$ cat src/rtl/seg_scan_display.sv
// Eight-digit common-anode seven-segment scanner with an 8x6 digit memory,
// one registered slot per digit and a blanking gap at the start of each slot.
module seg_scan_display #(
   parameter int SCAN_DIV     = 100000,
   parameter int BLANK_CYCLES = 1000
) (
   input  logic       clk,
   input  logic       rst_n,
   input  logic       W,
   input  logic [2:0] WADD,
   input  logic [5:0] DIN,
   input  logic       lamp_test,
   output logic [7:0] AN,
   output logic [6:0] SEG,
   output logic       DP
);

   localparam int CNT_W = (SCAN_DIV > 2) ? $clog2(SCAN_DIV) : 1;
   localparam logic [CNT_W-1:0] CNT_LAST  = CNT_W'(SCAN_DIV - 1);
   localparam logic [CNT_W-1:0] BLANK_END = CNT_W'(BLANK_CYCLES);

   typedef enum logic {ST_BLANK, ST_DRIVE} state_t;

   logic [5:0]       r_mem [8];
   logic [CNT_W-1:0] r_div_cnt;
   logic [2:0]       r_idx;
   state_t           r_state;

   state_t           w_state_nxt;
   logic [CNT_W-1:0] w_cnt_nxt;
   logic             w_wrap;
   logic [5:0]       w_word;
   logic [7:0]       w_an;
   logic [6:0]       w_seg;
   logic             w_dp;

   function automatic logic [6:0] f_hex_decode(input logic [3:0] hex);
      logic [6:0] seg;
      case (hex)
         4'h0: seg = 7'b1000000;
         4'h1: seg = 7'b1111001;
         4'h2: seg = 7'b0100100;
         4'h3: seg = 7'b0110000;
         4'h4: seg = 7'b0011001;
         4'h5: seg = 7'b0010010;
         4'h6: seg = 7'b0000010;
         4'h7: seg = 7'b1111000;
         4'h8: seg = 7'b0000000;
         4'h9: seg = 7'b0010000;
         4'hA: seg = 7'b0001000;
         4'hB: seg = 7'b0000011;
         4'hC: seg = 7'b1000110;
         4'hD: seg = 7'b0100001;
         4'hE: seg = 7'b0000110;
         default: seg = 7'b0001110;
      endcase
      return seg;
   endfunction

   // Writes are independent of the scan; a same-slot write shows one edge later.
   always_ff @(posedge clk or negedge rst_n) begin
      if (!rst_n) begin
         for (int i = 0; i < 8; i++) r_mem[i] <= 6'b000001;
      end else if (W) begin
         r_mem[WADD] <= DIN;
      end
   end

   assign w_wrap    = (r_div_cnt == CNT_LAST);
   assign w_cnt_nxt = w_wrap ? '0 : r_div_cnt + CNT_W'(1);
   assign w_word    = r_mem[r_idx];

   always_ff @(posedge clk or negedge rst_n) begin
      if (!rst_n) begin
         r_div_cnt <= '0;
         r_idx     <= '0;
         r_state   <= ST_BLANK;
      end else begin
         r_div_cnt <= w_cnt_nxt;
         if (w_wrap) r_idx <= r_idx + 3'd1;
         r_state   <= w_state_nxt;
      end
   end

   always_comb begin
      w_state_nxt = r_state;
      if (BLANK_CYCLES == 0)
         w_state_nxt = ST_DRIVE;
      else if (w_wrap)
         w_state_nxt = ST_BLANK;
      else if (w_cnt_nxt == BLANK_END)
         w_state_nxt = ST_DRIVE;
   end

   // Disabled digits stay dark but still consume their slot.
   always_comb begin
      w_an  = 8'hFF;
      w_seg = 7'h7F;
      w_dp  = 1'b1;
      if (r_state == ST_DRIVE) begin
         if (lamp_test) begin
            w_an  = ~(8'd1 << r_idx);
            w_seg = 7'h00;
            w_dp  = 1'b0;
         end else if (w_word[5]) begin
            w_an  = ~(8'd1 << r_idx);
            w_seg = f_hex_decode(w_word[4:1]);
            w_dp  = w_word[0];
         end
      end
   end

   always_ff @(posedge clk or negedge rst_n) begin
      if (!rst_n) begin
         AN  <= 8'hFF;
         SEG <= 7'h7F;
         DP  <= 1'b1;
      end else begin
         AN  <= w_an;
         SEG <= w_seg;
         DP  <= w_dp;
      end
   end

endmodule
$ cat config.mk
export PLATFORM = sky130hd
export DESIGN_NAME = seg_scan_display
export DESIGN_NICKNAME = d
export VERILOG_FILES = /design/src/rtl/seg_scan_display.sv
export SDC_FILE = /design/constraint.sdc
export NUM_CORES = 1
export LEC_CHECK = 0
export BUFFER_PORTS_ARGS = -buffer_cell sky130_fd_sc_hd__buf_2
export CAP_MARGIN = 5
export CELL_PAD_IN_SITES_DETAIL_PLACEMENT = 0
export CELL_PAD_IN_SITES_GLOBAL_PLACEMENT = 1
export CORE_MARGIN = 2
export CORE_UTILIZATION = 45
export DETAILED_ROUTE_END_ITERATION = 7
export GPL_ROUTABILITY_DRIVEN = 0
export PLACE_DENSITY_LB_ADDON = 0.1
export SLEW_MARGIN = 20
export SYNTH_ARGS = -nofsm -noshare
export SYNTH_HDL_FRONTEND = slang
export SYNTH_SLANG_ARGS = --single-unit
$ cat constraint.sdc
create_clock -name clk -period 6.6 [get_ports clk]
set_clock_uncertainty 0.2 [all_clocks]
set_input_delay 0.66 -clock clk [delete_from_list [all_inputs] [get_ports clk]]
set_output_delay 0.66 -clock clk [all_outputs]
set_load 0.01 [all_outputs]
# After elaboration in Yosys (flattened, before gate mapping)
# Memory sizes are Yosys's and may differ from the RTL's.
# Index checks and enable logic that the tools add are counted.
word_totals:
  output_inout_bits: 16
  in_bits: 13
  reg_bits: 85
  romBits: 112
  n_memories: 1
memory_table:
  columns: ["name", "depth", "word_bits", "read_ports", "rd_ports_with_merged_regs", "wr", "line", "text"]
  rows:
  - ["(no name shown)", 16, 7, 1, 0, 0, "39", "case (hex)"]
op_classes:
  eq_ne: 2
  bitwise: 3
  n_mux: 18
  add_sub_neg: 2
  order_cmp: 3
  n_reduce_logical: 2
  shift: 1
ops:
  columns: ["cell", "n"]
  rows:
  - ["$bwmux W48", 1]
  - ["$mux W8", 3]
  - ["$mux W7", 3]
  - ["$bmux W6 S3", 1]
  - ["$demux W6 S3", 1]
  - ["$mux W6", 3]
  - ["$add A17 B1 Y17 const B", 1]
  - ["$eq A17 B10 Y1 const B", 1]
  - ["$eq A17 B17 Y1 const B", 1]
  - ["$mux W17", 1]
  - ["$ge A4 B4 Y1 const B", 2]
  - ["$not A3 Y4", 2]
  - ["$not A8 Y8", 1]
  - ["$shl A1 B3 Y8 const A", 1]
  - ["$mux W1", 5]
  - ["$lt A4 B1 Y1 const B", 1]
  - ["$add A3 B1 Y3 const B", 1]
  - ["$reduce_bool A2 Y1", 1]
  - ["$logic_and A1 B1 Y1", 1]

# Longest topological paths before layout
# An unclocked memory read counts as a cell.
logic_depth:
  ltp_word: 8
  ltp_mapped: 10
  mapped_depth_nobuf: 9

# Worst setup path before layout
# No wires, ideal clock.
synth_timing:
  path_type: "reg2reg"
  startpoint: "reg r_idx[0]"
  endpoint: "reg SEG[0]"
  synth_period_minus_slack_ps: 2700
  required_ps: 6311
  slack_ps: 3900
  arrival_ps: 2412
  path_buffers: 1
  stages_incl_launch_ff: 10
  cell_sequence: "dfrtp_1 buf_6 mux4_1 mux2i_1 inv_1 ha_1 or3b_1 o221a_1 nor2_1 a21oi_1"
synth_via:
  elab_chain_len: 8
synth_rtl:
  columns: ["element", "line", "text"]
  rows:
  - ["start: declaration", "26", "logic [2:0] r_idx;"]
  - ["start signal: assignment", "80", "if (w_wrap) r_idx <= r_idx + 3'd1;"]
  - ["$not A3 Y4 (implied by the code) (*)", "71", "assign w_word = r_mem[r_idx];"]
  - ["$bmux W6 S3 (*)", "71", null]
  - ["$mux W6 (implied by the code) (*) (2 in a row)", "71", null]
  - ["$mem_v2 Z16 W7", null, null]
  - ["$mux W7 (*)", "105", "end else if (w_word[5]) begin"]
  - ["$mux W7 (*)", "101", "if (lamp_test) begin"]
  - ["$mux W7 (*)", "100", "if (r_state == ST_DRIVE) begin"]
  - ["named net w_seg[0]", "34", "logic [6:0] w_seg;"]
  - ["end signal: assignment", "120", "SEG <= w_seg;"]
  - ["end: declaration", "14", "output logic [6:0] SEG,"]
# The timed path passes the listed nets; every way through them passes the cells marked *. The select of a mux whose other input is x is not followed.
# A chain may end at the register's enable or synchronous reset.

# Final worst setup path
# Ends and elaborated chain as after synthesis.

==> metrics <==
status finished clean; DRT Pass-1 Iters 4; fin cells 470; global route total overflow 0; Mapped Nets 354; RSZ-0062 raised after global routing false; Post-synth EDFFs 0; Die W 101 um; Setup crit end kind flip-flop; CTS max path bufs 2; Crit path largest cell delay 840 ps; clock-pin slew on the worst setup and hold paths 90 ps; Initial Util 46.3%; first-pass GRT wire length 13200 um; slew of the pin with the lowest slew margin 753 ps; area grow syn2layout 9.58%; postcts setup bufs 0; Seq/Total Area, Yosys 50.7%; fin util 50.7%; share of layout cells above drive strength 1 37.0%; Die Ht 101 um; fillers 825; DR vias/cell 5.41; total CTS buffers 9; Crit-path slowest cell dfrtp_1; Worst Hold Class input pin to asynchronous set/reset pin; core area 9200 um^2; Max Slew Vio Count 0; DP Worst Slack 3440 ps; setup ws final 3480 ps; post-synth top area cell dfrtp_1; Relative slew margins 49.8%; leakage power 1.92 nW; sequential share of power 52.6%; Root Buffer clkbuf_8; CP cell instances mux4_1 -> mux2i_1 -> inv_1 -> ha_1 -> or3b_1 -> o221a_1 -> nor2_1 -> a21oi_1; worst vdd ir 0.126 mV; post-synth cell types 53; Nets 380; Post-Syn Area 4260 um^2; power density over the cells 253 nW/um^2; CTS sink count 85; combinational share of power 16.2%; Skew-Pair Late Insertion Delay 350 ps; Worst Setup SP r_idx[0]$_DFFE_PN0N_; MaxCap Viol Count 0; clock power share 31.2%; most common cell after layout, fill and taps aside dfrtp_1; Async S/R FF share, synth 100%; Routed WL 7900 um; Tmin final 3120 ps; crit start category flip-flop; post-synth top area share 35.9%; Avg WL per Cell 16.8 um; net switching share of the total power 26.0%; Post-CTS Resized 0; dpl cells 454; via count 2542; # hold bufs at CTS 0; drt initial violations 69; number of cell rows 35; ant diodes 0; Post-Syn Area per Cell 13.0 um^2; yosys warns 0; Max Freq 320 MHz; largest net degree at the start of global routing 51; vias in the first global route 2504; top cells by area, synth dfrtp_1, dfstp_2, mux2_2, mux4_1, ha_1; I/O pins 29; CP top delay family multiplexers; setup violators final 0; PortBufs 28; GRT Overall Usage 16.8%; Int Pwr 0.000875 W; worst-path fanout max 15; Final period util 47.3%; Routed Antenna Nets 0; TritonCTS clock tree done; final setup TNS 0 ps; CTS H-Tree Depth 3; Buf/Inv on CP 1; die area 10300 um^2; Hold WS 48.7 ps; flops & latches, synth 85; Worst EP arrival 3200 ps; detailed placer's ending HPWL 5450 um; Setup Crit Path Kind flip-flop to flip-flop; Most used DFF post-synth dfrtp_1; initial antenna violation count 0; reg-to-reg startpoint r_idx[0]$_DFFE_PN0N_; Psw 0.000308 W; detailed-route DRC error count 0; most frequent cells in the layout dfrtp_1, mux2_2, buf_2, nand2_1, dfstp_2; Cells after Synth 328; WP data required 6680 ps; final hold vios 0
cell families (layout without fill, tap and decap cells):
| logic type | after synthesis | after routing | synth area share [%] |
|---|---|---|---|
| buffers and inverters | 26 | 57 | 3.32 |
| multiplexers | 68 | 68 | 22.8 |
| AND/OR/NAND/NOR | 87 | 87 | 10.4 |
| AO/OA/AOI/OAI | 31 | 31 | 5.14 |
| flip-flops | 85 | 85 | 50.7 |
| XOR/XNOR | 18 | 18 | 3.88 |
| adder cells (fa/ha/maj) | 13 | 13 | 3.82 |
final timing paths:
kind                                          to  slack, ps  cells past startpoint
max in group asynchronous  r_mem[41]$_DFFE_PN0P_       5160                      2
min in group clk           r_mem[40]$_DFFE_PN0P_        300                      1
hold reg to reg            r_mem[40]$_DFFE_PN0P_        300                      1
setup / recovery                SEG[0]$_DFF_PN1_       3480                      8
hold / removal             r_mem[32]$_DFFE_PN0P_         50                      1
setup reg to reg                SEG[0]$_DFF_PN1_       3480                      8
Yosys cell counts (all sizes together), types with 6 or more instances:
cell type  count
dfrtp         61
mux2          49
nand2         26
dfstp         24
nor2          20
ha            13
mux4          12
clkbuf        11
xnor2         11
o21ai          8
buf            7
inv            7
mux2i          7
nor3           7
xor2           7
a21oi          6
nand3          6
nand4          6
metal layers:
layer / up-vias / global-route usage (%) / wire, um
met5: - / 0 / 0
met4: 0 / 5.93 / 136
met3: 9 / 2.55 / 285
met2: 60 / 25.1 / 3450
met1: 1239 / 25.0 / 4030
li1: 1234 / - / -
stage by stage:
stage	cell area [um^2]	total power, W
final	4670	0.00118
after CTS	4670	0.00119
after global routing	4670	0.00125
after detailed placement	4470	0.000826
after floorplan	4260	0.000778
after global placement	4470	0.000823
area by class of cell:
| cell class | instances | area, um^2 | share of cell area [%] |
|---|---|---|---|
| multi-input cells | 217 | 1960 | 42.0 |
| inverters | 8 | 30.0 | 0.644 |
| repair buffers | 33 | 180 | 3.86 |
| clock inverters | 7 | 76.3 | 1.64 |
| clock buffers | 9 | 124 | 2.65 |
| flip-flops and latches | 85 | 2160 | 46.2 |
| well taps | 111 | 139 | 2.98 |
power groups by stage:
stage	Sequential [W]	Clock, W	Combinational [W]
after floorplan	0.000620	0	0.000157
after global placement	0.000631	0	0.000192
after detailed placement	0.000632	0	0.000194
after CTS	0.000622	0.000378	0.000194
after global routing	0.000632	0.000402	0.000213
final	0.000622	0.000369	0.000192
flip-flops by register name, indices dropped and copies added, names as in the netlist:
signal,cells
r_div_cnt,17
r_mem,48
r_state,1
r_idx,3
AN,8
DP,1
SEG,7
No activity file was read; power rests on OpenSTA's default activity.
